--- config.mk ---
export PLATFORM = sky130hd
export DESIGN_NAME = coin_acceptor
export DESIGN_NICKNAME = d
export VERILOG_FILES = /design/src/rtl/coin_acceptor.sv
export SDC_FILE = /design/constraint.sdc
export NUM_CORES = 1
export LEC_CHECK = 0
export BUFFER_PORTS_ARGS = -buffer_cell sky130_fd_sc_hd__buf_2
export CAP_MARGIN = 20
export CELL_PAD_IN_SITES_DETAIL_PLACEMENT = 0
export CELL_PAD_IN_SITES_GLOBAL_PLACEMENT = 1
export CORE_MARGIN = 4
export CORE_UTILIZATION = 43
export CTS_CLUSTER_SIZE = 28
export DETAILED_ROUTE_END_ITERATION = 8
export PLACE_DENSITY = 0.85
export SYNTH_ARGS = -nofsm -noshare
export SYNTH_HDL_FRONTEND = slang
export SYNTH_SLANG_ARGS = --single-unit
--- constraint.sdc ---
create_clock -name clk -period 2.1 [get_ports clk]
set_input_delay 0.21 -clock clk [delete_from_list [all_inputs] [get_ports clk]]
set_output_delay 0.21 -clock clk [all_outputs]
set_load 0.01 [all_outputs]
--- src/rtl/coin_acceptor.sv ---
// Coin/cancel front end: sync, debounce and edge-detect three raw inputs, queue events, emit one-cycle codes.
// Optional COIN_TALLY_EN adds a saturating half-unit tally of popped events.
module coin_acceptor #(
  parameter int unsigned DEB_CYCLES = 4,
  parameter int unsigned DEPTH      = 4
) (
  input  logic                     clk,
  input  logic                     reset,
  input  logic                     sns_half,
  input  logic                     sns_one,
  input  logic                     btn_cancel,
  output logic [1:0]               coin,
  output logic                     jam,
  output logic [$clog2(DEPTH):0]   fifo_cnt
`ifdef COIN_TALLY_EN
  ,
  output logic [7:0]               tally
`endif
);

  localparam int unsigned NSRC = 3;
  localparam int unsigned PW   = $clog2(DEPTH);
  localparam int unsigned CNTW = PW + 1;
  localparam int unsigned CW   = $clog2(DEB_CYCLES + 1);

  logic [NSRC-1:0] raw, sync1, sync2, deb, deb_d, pend, rise, psel, grant;
  logic [CW-1:0]   cnt [NSRC];
  logic [1:0]      mem [DEPTH];
  logic [PW-1:0]   wr_ptr, rd_ptr;
  logic [1:0]      push_code;
  logic            pop, push, full;

  // Bit index is arbitration priority: half, one, cancel.
  assign raw = {btn_cancel, sns_one, sns_half};

  // Two-flop synchronizers and per-source debounce counters.
  always_ff @(posedge clk) begin
    if (reset) begin
      sync1 <= '0;
      sync2 <= '0;
      deb   <= '0;
      deb_d <= '0;
      for (int i = 0; i < NSRC; i++) cnt[i] <= '0;
    end else begin
      sync1 <= raw;
      sync2 <= sync1;
      deb_d <= deb;
      for (int i = 0; i < NSRC; i++) begin
        if (sync2[i] == deb[i]) begin
          cnt[i] <= '0;
        end else if (cnt[i] == CW'(DEB_CYCLES - 1)) begin
          deb[i] <= sync2[i];
          cnt[i] <= '0;
        end else begin
          cnt[i] <= cnt[i] + CW'(1);
        end
      end
    end
  end

  assign rise = deb & ~deb_d;
  assign pop  = (fifo_cnt != '0);
  assign full = (fifo_cnt == CNTW'(DEPTH));

  // Fixed-priority arbiter over pending sources.
  always_comb begin
    psel      = '0;
    push_code = 2'd0;
    if (pend[0]) begin
      psel      = 3'b001;
      push_code = 2'd1;
    end else if (pend[1]) begin
      psel      = 3'b010;
      push_code = 2'd2;
    end else if (pend[2]) begin
      psel      = 3'b100;
      push_code = 2'd3;
    end
  end

  assign push  = (|pend) && (!full || pop);
  assign grant = push ? psel : '0;

  // A rise on a still-pending, ungranted source is lost and flagged.
  always_ff @(posedge clk) begin
    if (reset) begin
      pend <= '0;
      jam  <= 1'b0;
    end else begin
      pend <= (pend & ~grant) | rise;
      if (|(rise & pend & ~grant)) jam <= 1'b1;
    end
  end

  always_ff @(posedge clk) begin
    if (push) mem[wr_ptr] <= push_code;
  end

  always_ff @(posedge clk) begin
    if (reset) begin
      wr_ptr   <= '0;
      rd_ptr   <= '0;
      fifo_cnt <= '0;
      coin     <= 2'd0;
    end else begin
      if (push) wr_ptr <= wr_ptr + PW'(1);
      if (pop)  rd_ptr <= rd_ptr + PW'(1);
      coin     <= pop ? mem[rd_ptr] : 2'd0;
      fifo_cnt <= fifo_cnt + CNTW'(push) - CNTW'(pop);
    end
  end

`ifdef COIN_TALLY_EN
  logic [1:0] tally_inc;
  logic [8:0] tally_sum;

  // Half adds one, one adds two, cancel adds nothing; saturate at 255.
  assign tally_inc = (mem[rd_ptr] == 2'd3) ? 2'd0 : mem[rd_ptr];
  assign tally_sum = 9'(tally) + 9'(tally_inc);

  always_ff @(posedge clk) begin
    if (reset) begin
      tally <= 8'd0;
    end else if (pop) begin
      tally <= tally_sum[8] ? 8'hFF : tally_sum[7:0];
    end
  end
`endif

endmodule

==> summary.md <==
### Clock network
- 0.29 ns — clock insertion delay at the later pin of the skew report
- 2 — maximum root-to-sink buffer count
- done — CTS tree
- clkbuf_8 — clock root buffer
- 2 — htree depth
- 42 — number of clock sinks seen by CTS
- 0.08 ns — clock-pin slew of the registers on the worst-case setup and hold paths
- 5 — cts bufs inserted
- 0 — number of hold buffers added after cts

### Drt
- 5 — router iterations before antenna repair
- 11.4 µm — final routed wire length divided by cell count
- 4.64 — Avg Vias per Cell
- 0 — antenna viol nets, final
- 2440 µm — Detailed Route WL
- 26 — DRT iter0 DRCs
- 993 — vias post-DR
- 0 — Remaining DRCs

### Worst setup path
- 3 — critical path peak fanout
- 0.11 ns — R2R Setup Slk
- 2.16 ns — Arr. time, crit path
- 2.27 ns — CP required
- register — CP Capture Type
- fifo_cnt[2] — critical path startpoint
- fifo_cnt[2] — end of the critical path
- 9 — FF-to-FF path depth
- fifo_cnt[2] — reg-to-reg startpoint
- fifo_cnt[2] — Crit Reg-Reg Endpoint
- register to register — critical path type
- register — startpoint type of the worst setup path

### Synth
- 12.4 µm² — synthesized area per cell
- 25 — number of different library cells in the post-synthesis netlist
- 138 — Syn Inst Count
- 0.590 — sequential fraction of the synthesis area
- 1710 µm² — cell area after synthesis
- 42 — Yosys reg bits
- 0 — YS warnings

### STA
- 0 ns — Setup TNS Final
- 0 — final number of hold-violating endpoints
- 0.00612 ns — Layout Skew
- 0.950 — crit share post-route
- 0.501 GHz — achievable frequency
- 1.99 ns — min Tclk post-route
- no — setup repair after global routing missed its margin
- 0 — Setup violations, final
- 0 — final-report max-slew violation count

### Pwr
- 0.000845 µW — static leakage
- 995 nW/µm² — Pwr per Cell Area
- 0.270 — relative contribution of the clock network to total power
- 540 µW — P_sw
- 528 µV — IR drop worst, VDD
- 0.506 — part of the total power dissipated in sequential elements
- 1430 µW — Internal Power
- 0.274 — fraction of power spent switching nets
- 0.224 — combinational group share of total power

### Hold path
- 2 — worst hold path stage count
- input pin to register — Hold Crit Class

### Global route
- 28 — maximum number of pins on one net before global-route repair
- 0.110 — overall track demand over capacity in global routing
- 0 — initial antenna violation count
- 970 — number of global-route vias before repair
- 0 — GR Overflow Total
- 4190 µm — wire length of the first global-routing pass

### Place
- 1860 µm² — area post-placement
- 0.665 — routability congestion estimate
- 1790 µm — sum of net half-perimeters after detailed placement
- 10 — IO Port Bufs

### Flow run
- 0 — Max-Cap Viols

### Finish
- 15.8% — post-synthesis to final-layout area growth
- 0.217 — fraction of layout cells with a size suffix above 1
- 183 — final net count
- 344 — total of fill cells in the finished design
- 0 — number of inserted diodes
- 1980 µm² — finished layout cell area

### Die
- 71.1 µm — vertical die dimension
- 11 — number of top-level pins
- 0.458 — effective utilization at floorplan
- 3740 µm² — standard cell core area
- 71.1 µm — Chip Width
- 5060 µm² — area of the die
- 22 — Core Rows

### Run status
- finished, final reports clean — outcome

==> worst max-delay path: stages (launching register included) <==
cell and delay, ns:
dfxtp_4 0.36, nor3_4 0.20, inv_1 0.07, ha_1 0.27
inv_1 0.04, ha_1 0.19, fa_2 0.34, xnor2_1 0.20
xnor2_1 0.14, nor2_1 0.06
==> timing repair <==
action	in CTS	in global routing
setup buffers	0	2
setup endpoints to repair	0	1
gates resized for setup	0	5
==> worst min path at each step <==
stage               startpoint  endpoint  slack (ns)
floorplan                reset  deb_d[1]        0.28
global placement      deb_d[0]   pend[0]        0.37
detailed placement    deb_d[0]   pend[0]        0.37
CTS                 btn_cancel  sync1[2]        0.13
global route           sns_one  sync1[1]        0.14
finish              btn_cancel  sync1[2]        0.13
==> state kept, by name, indices dropped and copies added, names as in the netlist <==
signal    cells
cnt           9
coin          2
deb           3
deb_d         3
fifo_cnt      3
jam           1
mem           8
pend          3
rd_ptr        2
sync1         3
sync2         3
wr_ptr        2
==> cells in the final DEF, fill, tap and decap left out, types with 2 or more instances in the layout <==
cell type / Yosys / routed
inv_1: 13 / 13
mux4_2: 2 / 2
nor3_4: 1 / 2
ha_1: 12 / 12
buf_4: 0 / 4
xnor2_1: 6 / 6
nor2b_1: 13 / 13
or3_1: 3 / 3
edfxtp_1: 17 / 17
buf_2: 0 / 10
a21oi_1: 3 / 3
xor2_1: 2 / 2
nor3b_2: 2 / 2
dfxtp_1: 25 / 23
clkbuf_8: 0 / 6
conb_1: 1 / 9
and2b_2: 4 / 4
nor2_1: 20 / 20
mux2i_1: 4 / 4
==> power by group through the flow <==
| stage | registers [µW] | logic [µW] | clock network, µW |
|---|---|---|---|
| after global routing | 1010 | 497 | 586 |
| after detailed placement | 1010 | 393 | 0 |
| final | 998 | 442 | 533 |
| after floorplan | 1010 | 263 | 0 |
| after global placement | 993 | 371 | 0 |
| after CTS | 988 | 396 | 550 |
==> cells in the mapped netlist <==
| cell type | number | area [µm²] |
|---|---|---|
| or3_1 | 3 | 18.8 |
| nor3b_2 | 2 | 25.0 |
| nand2b_1 | 1 | 6.26 |
| a21o_2 | 1 | 8.76 |
| nor3_2 | 1 | 10.0 |
| o21ai_0 | 1 | 5.00 |
| fa_1 | 1 | 20.0 |
| nor2b_1 | 13 | 81.3 |
| clkbuf_1 | 2 | 7.51 |
| nor3_4 | 1 | 16.3 |
| edfxtp_1 | 17 | 510 |
| mux2i_1 | 4 | 40.0 |
| a31oi_1 | 1 | 6.26 |
| conb_1 | 1 | 3.75 |
| xnor2_1 | 6 | 52.6 |
| and2b_2 | 4 | 35.0 |
| nor2_1 | 20 | 75.1 |
| a21oi_1 | 3 | 15.0 |
| dfxtp_1 | 25 | 500 |
| xor2_1 | 2 | 17.5 |
| or2_1 | 1 | 6.26 |
| mux4_2 | 2 | 45.0 |
| o31ai_1 | 1 | 7.51 |
| inv_1 | 13 | 48.8 |
| ha_1 | 12 | 150 |
==> per-stage QoR <==
stage / setup slack, ns / utilization / hold slack, ns / instances / total power [µW]
after floorplan: 0.0352 / - / 0.282 / 146 / 1270
after global placement: 0.202 / 0.497 / 0.375 / 204 / 1360
after detailed placement: 0.0588 / 0.497 / 0.374 / 204 / 1400
after CTS: 0.0486 / 0.522 / 0.126 / 212 / 1930
after global routing: 0.0292 / 0.530 / 0.137 / 214 / 2090
final: 0.105 / 0.530 / 0.131 / 214 / 1970
==> cell type report <==
cell class / instances / area [µm²] / share of cell area
Sequential cell: 42 / 1020 / 0.512
Clock buffer: 6 / 82.6 / 0.0416
Multi-Input combinational cell: 89 / 684 / 0.345
Clock inverter: 2 / 11.3 / 0.00568
Inverter: 13 / 48.8 / 0.0246
Tap cell: 48 / 60.1 / 0.0303
Timing Repair Buffer: 14 / 80.1 / 0.0404
==> cells by family (layout without fill, tap and decap cells) <==
group / after synthesis / in the layout / synth area share
AND/OR/NAND/NOR: 46 / 46 / 0.160
AO/OA/AOI/OAI: 7 / 7 / 0.0248
multiplexers: 6 / 6 / 0.0497
flip-flops: 42 / 42 / 0.590
XOR/XNOR: 8 / 8 / 0.0409
adder cells (fa/ha/maj): 13 / 13 / 0.0993
buffers and inverters: 15 / 35 / 0.0329
other: 1 / 9 / 0.00219
==> routing by layer <==
layer | wire (µm) | up-vias | global-route usage
met4 | 56 | 0 | 0.0564
met2 | 1250 | 27 | 0.182
met1 | 1000 | 461 | 0.123
li1 | - | 499 | -
met5 | 0 | - | 0
met3 | 133 | 6 | 0.0426
No activity file was read; power rests on OpenSTA's default activity.
